File: src/rtl/dcache_pkg.sv
// Shared types and address-slicing helpers for the direct-mapped data cache.
package dcache_pkg;

    localparam int ADDR_W_DEF = 32;
    localparam int DATA_W_DEF = 32;
    localparam int INDEX_LO   = 2;

    typedef enum logic [1:0] {
        IDLE    = 2'd0,
        RD_MISS = 2'd1,
        WR_THRU = 2'd2
    } state_t;

    function automatic int index_hi(input int index_bits);
        return index_bits + 1;
    endfunction

    function automatic int tag_lo(input int index_bits);
        return index_bits + 2;
    endfunction

    function automatic int tag_w(input int addr_w, input int index_bits);
        return addr_w - index_bits - 2;
    endfunction

endpackage

File: src/rtl/dcache_array.sv
// Line storage: valid bits (clearable), tags and data words (not reset).
module dcache_array
    import dcache_pkg::*;
#(
    parameter int INDEX_BITS = 5,
    parameter int TAG_W      = 25,
    parameter int DATA_W     = DATA_W_DEF
) (
    input  logic                  clk,
    input  logic                  clr,
    input  logic [INDEX_BITS-1:0] rd_index,
    output logic                  rd_valid,
    output logic [TAG_W-1:0]      rd_tag,
    output logic [DATA_W-1:0]     rd_data,
    input  logic                  we,
    input  logic [INDEX_BITS-1:0] wr_index,
    input  logic [TAG_W-1:0]      wr_tag,
    input  logic [DATA_W-1:0]     wr_data
);

    localparam int LINES = 1 << INDEX_BITS;

    logic [LINES-1:0]  valid;
    logic [TAG_W-1:0]  tag_mem  [LINES];
    logic [DATA_W-1:0] data_mem [LINES];

    assign rd_valid = valid[rd_index];
    assign rd_tag   = tag_mem[rd_index];
    assign rd_data  = data_mem[rd_index];

    // A write always leaves the line valid: it is either a refill or a hit update.
    always_ff @(posedge clk) begin
        if (clr) begin
            valid <= '0;
        end else if (we) begin
            valid[wr_index] <= 1'b1;
        end
    end

    always_ff @(posedge clk) begin
        if (we) begin
            tag_mem[wr_index]  <= wr_tag;
            data_mem[wr_index] <= wr_data;
        end
    end

endmodule

File: src/rtl/dcache_dm.sv
// Direct-mapped, write-through, no-write-allocate data cache with
// same-cycle read hits and saturating hit/miss counters.
module dcache_dm
    import dcache_pkg::*;
#(
    parameter int INDEX_BITS = 5,
    parameter int ADDR_W     = ADDR_W_DEF,
    parameter int DATA_W     = DATA_W_DEF,
    parameter int CNT_W      = 16
) (
    input  logic              clk,
    input  logic              rst,
    input  logic [ADDR_W-1:0] cpu_addr,
    input  logic [DATA_W-1:0] cpu_wdata,
    input  logic              cpu_read,
    input  logic              cpu_write,
    output logic [DATA_W-1:0] cpu_rdata,
    output logic              stall,
    output logic [ADDR_W-1:0] mem_addr,
    output logic [DATA_W-1:0] mem_wdata,
    output logic              mem_rd_req,
    output logic              mem_wr_req,
    input  logic [DATA_W-1:0] mem_rdata,
    input  logic              mem_ready,
    output logic [CNT_W-1:0]  hit_count,
    output logic [CNT_W-1:0]  miss_count
);

    localparam int TAG_W = tag_w(ADDR_W, INDEX_BITS);
    localparam int IHI   = index_hi(INDEX_BITS);
    localparam int TLO   = tag_lo(INDEX_BITS);

    // Handshake: mem_rd_req/mem_wr_req are held high for the whole request and
    // the transfer completes in the cycle mem_ready is sampled high (ready may
    // arrive in the first request cycle); cpu_read/cpu_write are levels that
    // the pipeline holds while stall is high.
    state_t state, state_nxt;
    logic   done;

    logic [INDEX_BITS-1:0] index;
    logic [TAG_W-1:0]      tag;
    logic [ADDR_W-1:0]     addr_aligned;
    logic                  line_valid;
    logic [TAG_W-1:0]      line_tag;
    logic [DATA_W-1:0]     line_data;
    logic                  hit;
    logic                  wr_req_now;
    logic                  rd_req_now;
    logic                  arr_we;
    logic [DATA_W-1:0]     arr_wdata;

    assign index        = cpu_addr[IHI:INDEX_LO];
    assign tag          = cpu_addr[ADDR_W-1:TLO];
    assign addr_aligned = cpu_addr & ~ADDR_W'(3);
    assign hit          = line_valid && (line_tag == tag);
    // done hides a store the pipeline is still holding in its release cycle.
    assign wr_req_now   = cpu_write && !done;
    assign rd_req_now   = cpu_read && !cpu_write;

    assign arr_we    = rst && (((state == RD_MISS) && mem_ready) ||
                               ((state == IDLE) && wr_req_now && hit));
    assign arr_wdata = (state == RD_MISS) ? mem_rdata : cpu_wdata;

    dcache_array #(
        .INDEX_BITS (INDEX_BITS),
        .TAG_W      (TAG_W),
        .DATA_W     (DATA_W)
    ) u_array (
        .clk      (clk),
        .clr      (!rst),
        .rd_index (index),
        .rd_valid (line_valid),
        .rd_tag   (line_tag),
        .rd_data  (line_data),
        .we       (arr_we),
        .wr_index (index),
        .wr_tag   (tag),
        .wr_data  (arr_wdata)
    );

    always_ff @(posedge clk) begin
        if (!rst) begin
            state <= IDLE;
            done  <= 1'b0;
        end else begin
            state <= state_nxt;
            done  <= (state == WR_THRU) && mem_ready;
        end
    end

    always_comb begin
        state_nxt = state;
        case (state)
            IDLE: begin
                if (wr_req_now) begin
                    state_nxt = WR_THRU;
                end else if (rd_req_now && !hit) begin
                    state_nxt = RD_MISS;
                end
            end
            RD_MISS, WR_THRU: begin
                if (mem_ready) begin
                    state_nxt = IDLE;
                end
            end
            default: state_nxt = IDLE;
        endcase
    end

    always_comb begin
        stall      = 1'b0;
        mem_rd_req = 1'b0;
        mem_wr_req = 1'b0;
        mem_addr   = '0;
        mem_wdata  = '0;
        cpu_rdata  = '0;
        if (rst) begin
            mem_addr  = addr_aligned;
            mem_wdata = cpu_wdata;
            cpu_rdata = line_data;
            case (state)
                IDLE:    stall = wr_req_now || (rd_req_now && !hit);
                RD_MISS: begin
                    stall      = 1'b1;
                    mem_rd_req = 1'b1;
                end
                WR_THRU: begin
                    stall      = 1'b1;
                    mem_wr_req = 1'b1;
                end
                default: stall = 1'b0;
            endcase
        end
    end

    // Only read lookups in IDLE are counted; the post-refill hit counts too.
    always_ff @(posedge clk) begin
        if (!rst) begin
            hit_count  <= '0;
            miss_count <= '0;
        end else if ((state == IDLE) && rd_req_now) begin
            if (hit) begin
                if (hit_count != '1) hit_count <= hit_count + CNT_W'(1);
            end else begin
                if (miss_count != '1) miss_count <= miss_count + CNT_W'(1);
            end
        end
    end

endmodule

File: config.mk
export PLATFORM = sky130hd
export DESIGN_NAME = dcache_dm
export DESIGN_NICKNAME = d
export VERILOG_FILES = /design/src/rtl/dcache_pkg.sv /design/src/rtl/dcache_array.sv /design/src/rtl/dcache_dm.sv
export SDC_FILE = /design/constraint.sdc
export NUM_CORES = 2
export LEC_CHECK = 0
export CAP_MARGIN = 20
export CORE_ASPECT_RATIO = 1.75
export CORE_UTILIZATION = 42
export CTS_CLUSTER_DIAMETER = 150
export CTS_CLUSTER_SIZE = 10
export DETAILED_ROUTE_END_ITERATION = 10
export PLACE_DENSITY = 0.63
export REMOVE_ABC_BUFFERS = 1
export SYNTH_ARGS = -nofsm -noshare
export SYNTH_HDL_FRONTEND = slang
export SYNTH_HIERARCHICAL = 1
export SYNTH_SLANG_ARGS = --single-unit
File: constraint.sdc
create_clock -name clk -period 10.1 [get_ports clk]
set_input_delay 1.01 -clock clk [delete_from_list [all_inputs] [get_ports clk]]
set_output_delay 1.01 -clock clk [all_outputs]
set_load 0.05 [all_outputs]
# After elaboration in Yosys (flattened, before gate mapping)

Memory sizes are Yosys's and may differ from the RTL's.
Cells that the tools add are included.

Add/subtract/negate cells: 2
$lt $le $gt $ge: 2
Eq/ne operators: 7
Muxes and demuxes: 20
Bitwise gates (word level): 2
Reductions and logical operators: 21

Operator list:

| operator                                                   | count |
|---|---|
| 2-to-1 mux 32 bit                                          | 4 |
| adder 16 x 1 -> 16 bit, second input constant              | 2 |
| inequality test 16 bit, second input constant              | 2 |
| bitwise OR 32 bit                                          | 1 |
| == test 25 bit                                             | 1 |
| logical AND 1 bit                                          | 11 |
| 2-to-1 mux 1 bit                                           | 9 |
| less-than comparator 5 x 6 -> 1 bit, second input constant | 1 |
| 2-to-1 mux 2 bit                                           | 3 |
| AND reduction 3 bit                                        | 2 |
| binary-select mux 1 bit (select 5 bit)                     | 1 |
| demux 1 bit (select 5 bit)                                 | 1 |
| >= comparator 5 x 1 -> 1 bit, second input constant        | 1 |
| case mux 2 bit (2 select lines)                            | 1 |
| zero test 1 bit                                            | 3 |
| inequality test 3 bit, second input constant               | 1 |
| == test 2 x 1 -> 1 bit, second input constant              | 1 |
| == test 2 bit, second input constant                       | 1 |
| zero test 2 bit                                            | 1 |
| logical OR 1 bit                                           | 2 |
| inequality test 2 x 1 -> 1 bit, second input constant      | 1 |
| case mux 1 bit (2 select lines)                            | 1 |
| AND reduction 2 bit                                        | 1 |
| OR reduction 2 bit                                         | 1 |
| NOT 1 bit                                                  | 1 |

Register bits after elaboration: 67
Memory bits (writable): 1824
Input bits: 101
Output and inout bits: 131
Word-level logic and storage cells: 61
Memories kept: 2

Memories:

| memory           | words | width | rd ports | clocked after Yosys merged registers in | write ports | RTL line           | source |
|---|---|---|---|---|---|---|---|
| u_array.data_mem | 32    | 32    | 1        | 0                                       | 1           | dcache_array.sv:25 | `logic [DATA_W-1:0] data_mem [LINES];` |
| u_array.tag_mem  | 32    | 25    | 1        | 0                                       | 1           | dcache_array.sv:24 | `logic [TAG_W-1:0] tag_mem [LINES];` |

# Depth between registers and ports, before layout

Word-level depth: 8
Gate-level depth with buffers: 21
Mapped depth without buffers: 15

# Modules after synthesis

Netlist, hierarchy kept.

By module, submodules not included:

| module       | times used | cells an instance | area an instance (um2) | seq. area each (um2) |
|---|---|---|---|---|
| dcache_array | 1          | 4065              | 71935.2                | 55413.1 |
| dcache_dm    | 1          | 420               | 3261.9                 | 700.7 |

# Worst setup path after synthesis

OpenSTA, ideal clock, no wires.

Path kind: in2reg
Start point: in cpu_addr[2]
End point: mem u_array/data_mem[12][0] in the netlist's numbering (enable)
Library setup time: 0.474 ns
Arrival: 6.435 ns
Data required time: 9.626 ns
Slack: 3.191 ns
Stages: 19
Buffers on the path: 7
Path through: buf_4 > buf_4 > buf_2 > buf_4 > mux2i_1 > nand2_1 > a31oi_1 > nand3_1 > xor2_1 > nor4_1 > and3_1 > and3_1 > clkbuf_1 > buf_2 > a22oi_1 > nor2_1 > or3b_1 > clkbuf_1 > nor2_1

Longest elaborated chain between the ends: 8
Elaborated cells between the ends (all ways): 10
Classes of those cells: eq/ne (1); mux (4); reduce/logical (4); memory (1)

RTL lines:

| item                                   | RTL line           | source |
|---|---|---|
| from (decl)                            | dcache_dm.sv:13    | `input logic [ADDR_W-1:0] cpu_addr,` |
| memory (32 x 25 bit)                   | --                 |  |
| named net line_tag[8]                  | dcache_dm.sv:44    | `logic [TAG_W-1:0] line_tag;` |
| == test 25 bit                         | dcache_dm.sv:55    | `assign hit = line_valid && (line_tag == tag);` |
| logical AND 1 bit                      | dcache_dm.sv:55    |  |
| logical AND 1 bit                      | dcache_dm.sv:61    | `((state == IDLE) && wr_req_now && hit));` |
| logical OR 1 bit                       | dcache_dm.sv:60    | `assign arr_we = rst && (((state == RD_MISS) && mem_ready) \|\|` |
| logical AND 1 bit                      | dcache_dm.sv:60    |  |
| named net arr_we                       | dcache_dm.sv:49    | `logic arr_we;` |
| 2-to-1 mux 1 bit                       | dcache_array.sv:41 | `if (we) begin` |
| 2-to-1 mux 1 bit (implied by the code) | dcache_array.sv:43 | `data_mem[wr_index] <= wr_data;` |
| to (decl)                              | dcache_array.sv:25 |  |

The timed path passes the listed nets, and every way through them passes these cells. The select of a mux whose other input is x is not followed.

# Worst setup path after layout

Start point: in cpu_addr[3]
End point: mem u_array/data_mem[19][11] in the netlist's numbering (enable)

The elaborated chain is that of the path after synthesis.

==> results.md <==
* Outcome: completed
* Core area at 178000 um2
* DP HPWL at 101000 um
* Post-synth EDFFs at 1824
* R2R cell count at 16
* CTS tree: built
* Fmax at 130 MHz
* Final Net Count at 4918
* R2r setup slk at 4.19 ns
* Setup Buffers After CTS at 0
* Std-Cell Rows at 205
* Via count at 41.2k
* Reg2Reg Launch Point: u_array/tag_mem[1][9]$_DFFE_PP_
* Leak pwr at 29.6 nW
* Syn-to-layout area delta at 14.9%
* RD Place Congestion at 0.761
* Power per cell area at 188 nW/um2
* Met1 WL at 76700 um
* DR DRC count at 0
* First-pass GRT wire length at 276000 um
* Distinct cells, synth at 49
* Die Ht at 562 um
* Routed Antenna Nets at 0
* Worst-path maximum fanout at 33
* Min-Delay Startpoint: u_array/valid[8]$_SDFFE_PP0P_
* Worst-margin pin slew at 1.06 ns
* Maxcap violations at 0
* Worst Skew at 0.0826 ns
* Die area at 181000 um2
* Final setup viols at 0
* CP arrival at 8.13 ns
* Tmin final at 7.70 ns
* Avg Inst Size Synth at 16.8 um2
* Net Sw Power at 3.47 mW
* Main combinational cell family by area after synthesis: multiplexers
* Sw frac at 0.213
* Initial DRC Count at 3191
* Leading cell type in the layout, fill and taps excluded: edfxtp_1
* Seq cells post-synth at 1891
* Total negative setup slack at 0 ns
* Slew Limit Fails at 0
* Metal2 WL at 101000 um
* Synthesis warning total at 6
* Final wirelength at 193000 um
* Hold Crit Depth at 2
* WHS Endpoint: u_array/valid[8]$_SDFFE_PP0P_
* Port buffer count at 227
* Flop pwr share at 0.531
* Root Driver: clkbuf_16
* Most frequent cells in the layout: edfxtp_1, mux2i_1, clkdlybuf4s50_1
* DR pass1 iterations at 6
* Via density at 5.69
* Post-synthesis xor/xnor area fraction at 0.00291
* Top_reg_cell synth: edfxtp_1
* R2R Path End: u_array/data_mem[19][11]$_DFFE_PP_
* Chip Width at 322 um
* Tot GR Track Use at 0.209
* Crit path kind: in -> reg
* RSZ-0062 raised after global routing: false
* Hold buffer count at cts at 0
* Post-route cell area at 86400 um2
* Post-synthesis mux area share at 0.131
* DR WL/cell at 26.6 um
* Worst-skew pair later-pin latency at 0.83 ns
* Top Ports at 232
* Synth Instances at 4485
* Post-DP Area at 80700 um2
* Mapped cell area at 75200 um2
* Clock share of power at 0.409
* Slew Limit Headroom at 0.295
* Peak supply drop at 140 uV
* Type of the tightest min-delay check: reg -> reg
* Wire length on met3 at 9750 um
* Post-Route Utilization at 0.486
* Post-synthesis sequential area ratio at 0.746
* Gate power share at 0.060
* Clock slew at reported path FFs at 0.06 ns
* Critical Path RT at 10.53 ns
* Post-Synth Simple-Gate Area at 0.0487
* H-tree levels at 4
* Synth Area in Compound Gates at 0.0501
* Total grt overflow at 0
* Final period utilization at 0.763
* Vias in the first global route at 40.9k
* Largest net degree at the start of global routing at 126
* Antenna violations before repair at 2
* DR top layer: met4
* CP endpoint kind: register
* Sink Count at 1891
* Post-Synth Adder-Cell Area at 0.000998
* Fin. Hold Viols at 0
* Starting density of the core at 0.422
* Post-CTS resize count at 0
* Internal power at 12.8 mW
* CTS max path bufs at 4
* TritonCTS Buffers at 215
* Asr flop ratio synth at 0
* # fillers at 14.9k
* Share of cells above drive strength 1 at 0.0930
* Worst Setup Start Kind: input port
critical path: stages:
cell	delay [ns]
clkdlybuf4s50_1	0.99
and2_4	0.67
buf_4	0.64
a22o_1	0.25
nor3_1	0.05
a31oi_1	0.23
nand3_1	0.13
xor2_1	0.16
nor4_1	0.50
and3_1	0.37
and3_1	0.20
buf_4	0.26
a22oi_1	0.10
nor2_1	0.43
nand3_1	0.77
nor2_4	0.86
buf_12	0.36
how the worst max path moves through the flow:
stage	endpoint	startpoint	slack (ns)	cells past startpoint
finish	u_array/data_mem[19][11]$_DFFE_PP_	cpu_addr[3]	2.40	17
global route	u_array/data_mem[18][11]$_DFFE_PP_	cpu_addr[3]	2.21	17
CTS	u_array/data_mem[18][11]$_DFFE_PP_	cpu_addr[3]	2.34	17
detailed placement	u_array/data_mem[18][10]$_DFFE_PP_	cpu_addr[3]	1.52	17
global placement	u_array/data_mem[18][10]$_DFFE_PP_	cpu_addr[3]	1.58	17
floorplan	u_array/data_mem[12][0]$_DFFE_PP_	cpu_addr[4]	-4.23	12
registers in the layout, summed over array words and instances, names as in the netlist:
| signal | flops |
|---|---|
| u_array/data_mem | 1024 |
| u_array/tag_mem | 800 |
| hit_count | 16 |
| miss_count | 16 |
| done | 1 |
| u_array/valid | 32 |
| state | 2 |
power groups by stage:
stage	Combinational, mW	Clock (mW)	Sequential [mW]
finish	0.980	6.66	8.64
floorplan	0.522	0	8.80
CTS	0.990	6.77	8.64
detailed placement	0.987	0	8.80
global route	1.04	7.03	8.63
global placement	0.977	0	8.80
metal layers:
layer | track usage | vias up
met1 | 0.261 | 21443
met4 | 0.0681 | 0
met2 | 0.377 | 1329
li1 | - | 18135
met3 | 0.0234 | 324
met5 | 0 | -
final cells by class:
class	instances	area [um2]	share of cell area
clock inverter	5	93.8	0.00109
inverter	5	18.8	0.000217
timing repair buffer	376	3730	0.0431
tap	2380	2980	0.0345
clock buffer	262	5620	0.0650
multi-input combinational	2322	17900	0.207
sequential	1891	56100	0.649
antenna	9	22.5	0.000261
cells by family (layout without fill, tap and decap cells):
kind of cell / count (synthesis) / in the layout
AO/OA/AOI/OAI: 556 / 556
XOR/XNOR: 25 / 25
adder cells (fa/ha/maj): 6 / 6
buffers and inverters: 273 / 648
flip-flops: 1891 / 1891
multiplexers: 978 / 978
other: 1 / 11
AND/OR/NAND/NOR: 755 / 755
per-stage QoR:
stage | instances | hold slack (ns) | power, mW | setup slack (ns)
floorplan | 4218 | 0.440 | 9.32 | -4.23
global placement | 6974 | 0.453 | 9.78 | 1.58
detailed placement | 6974 | 0.459 | 9.79 | 1.52
CTS | 7241 | 0.472 | 16.4 | 2.34
global route | 7242 | 0.487 | 16.7 | 2.21
finish | 7250 | 0.471 | 16.3 | 2.40
cells in the mapped netlist, types with 2 or more instances:
cell | n | share of area
o21ai_0 | 4 | 0.00027
xor2_1 | 4 | 0.00047
nor4_1 | 10 | 0.00083
nor3_1 | 66 | 0.0044
and3_1 | 4 | 0.00033
buf_4 | 77 | 0.0077
nand3_1 | 187 | 0.012
or4_1 | 12 | 0.0012
nand2_1 | 213 | 0.011
a31oi_1 | 58 | 0.0048
or3_1 | 6 | 0.00050
nand3b_1 | 5 | 0.00050
nor2_1 | 105 | 0.0052
nand2b_1 | 19 | 0.0016
buf_2 | 53 | 0.0035
xnor2_1 | 21 | 0.0024
a22o_1 | 116 | 0.014
nor3b_1 | 2 | 0.00020
a21oi_1 | 188 | 0.013
nand4_1 | 17 | 0.0014
mux2i_1 | 946 | 0.13
nor2b_1 | 2 | 0.00017
inv_1 | 3 | 0.00015
dfxtp_1 | 67 | 0.018
buf_1 | 12 | 0.00060
and2_1 | 98 | 0.0082
clkbuf_1 | 105 | 0.0052
a22oi_1 | 175 | 0.017
ha_1 | 6 | 0.0010
mux2_2 | 32 | 0.0048
buf_6 | 20 | 0.0030
o31ai_1 | 12 | 0.0012
edfxtp_1 | 1824 | 0.73
No activity file was read; power rests on OpenSTA's default activity.
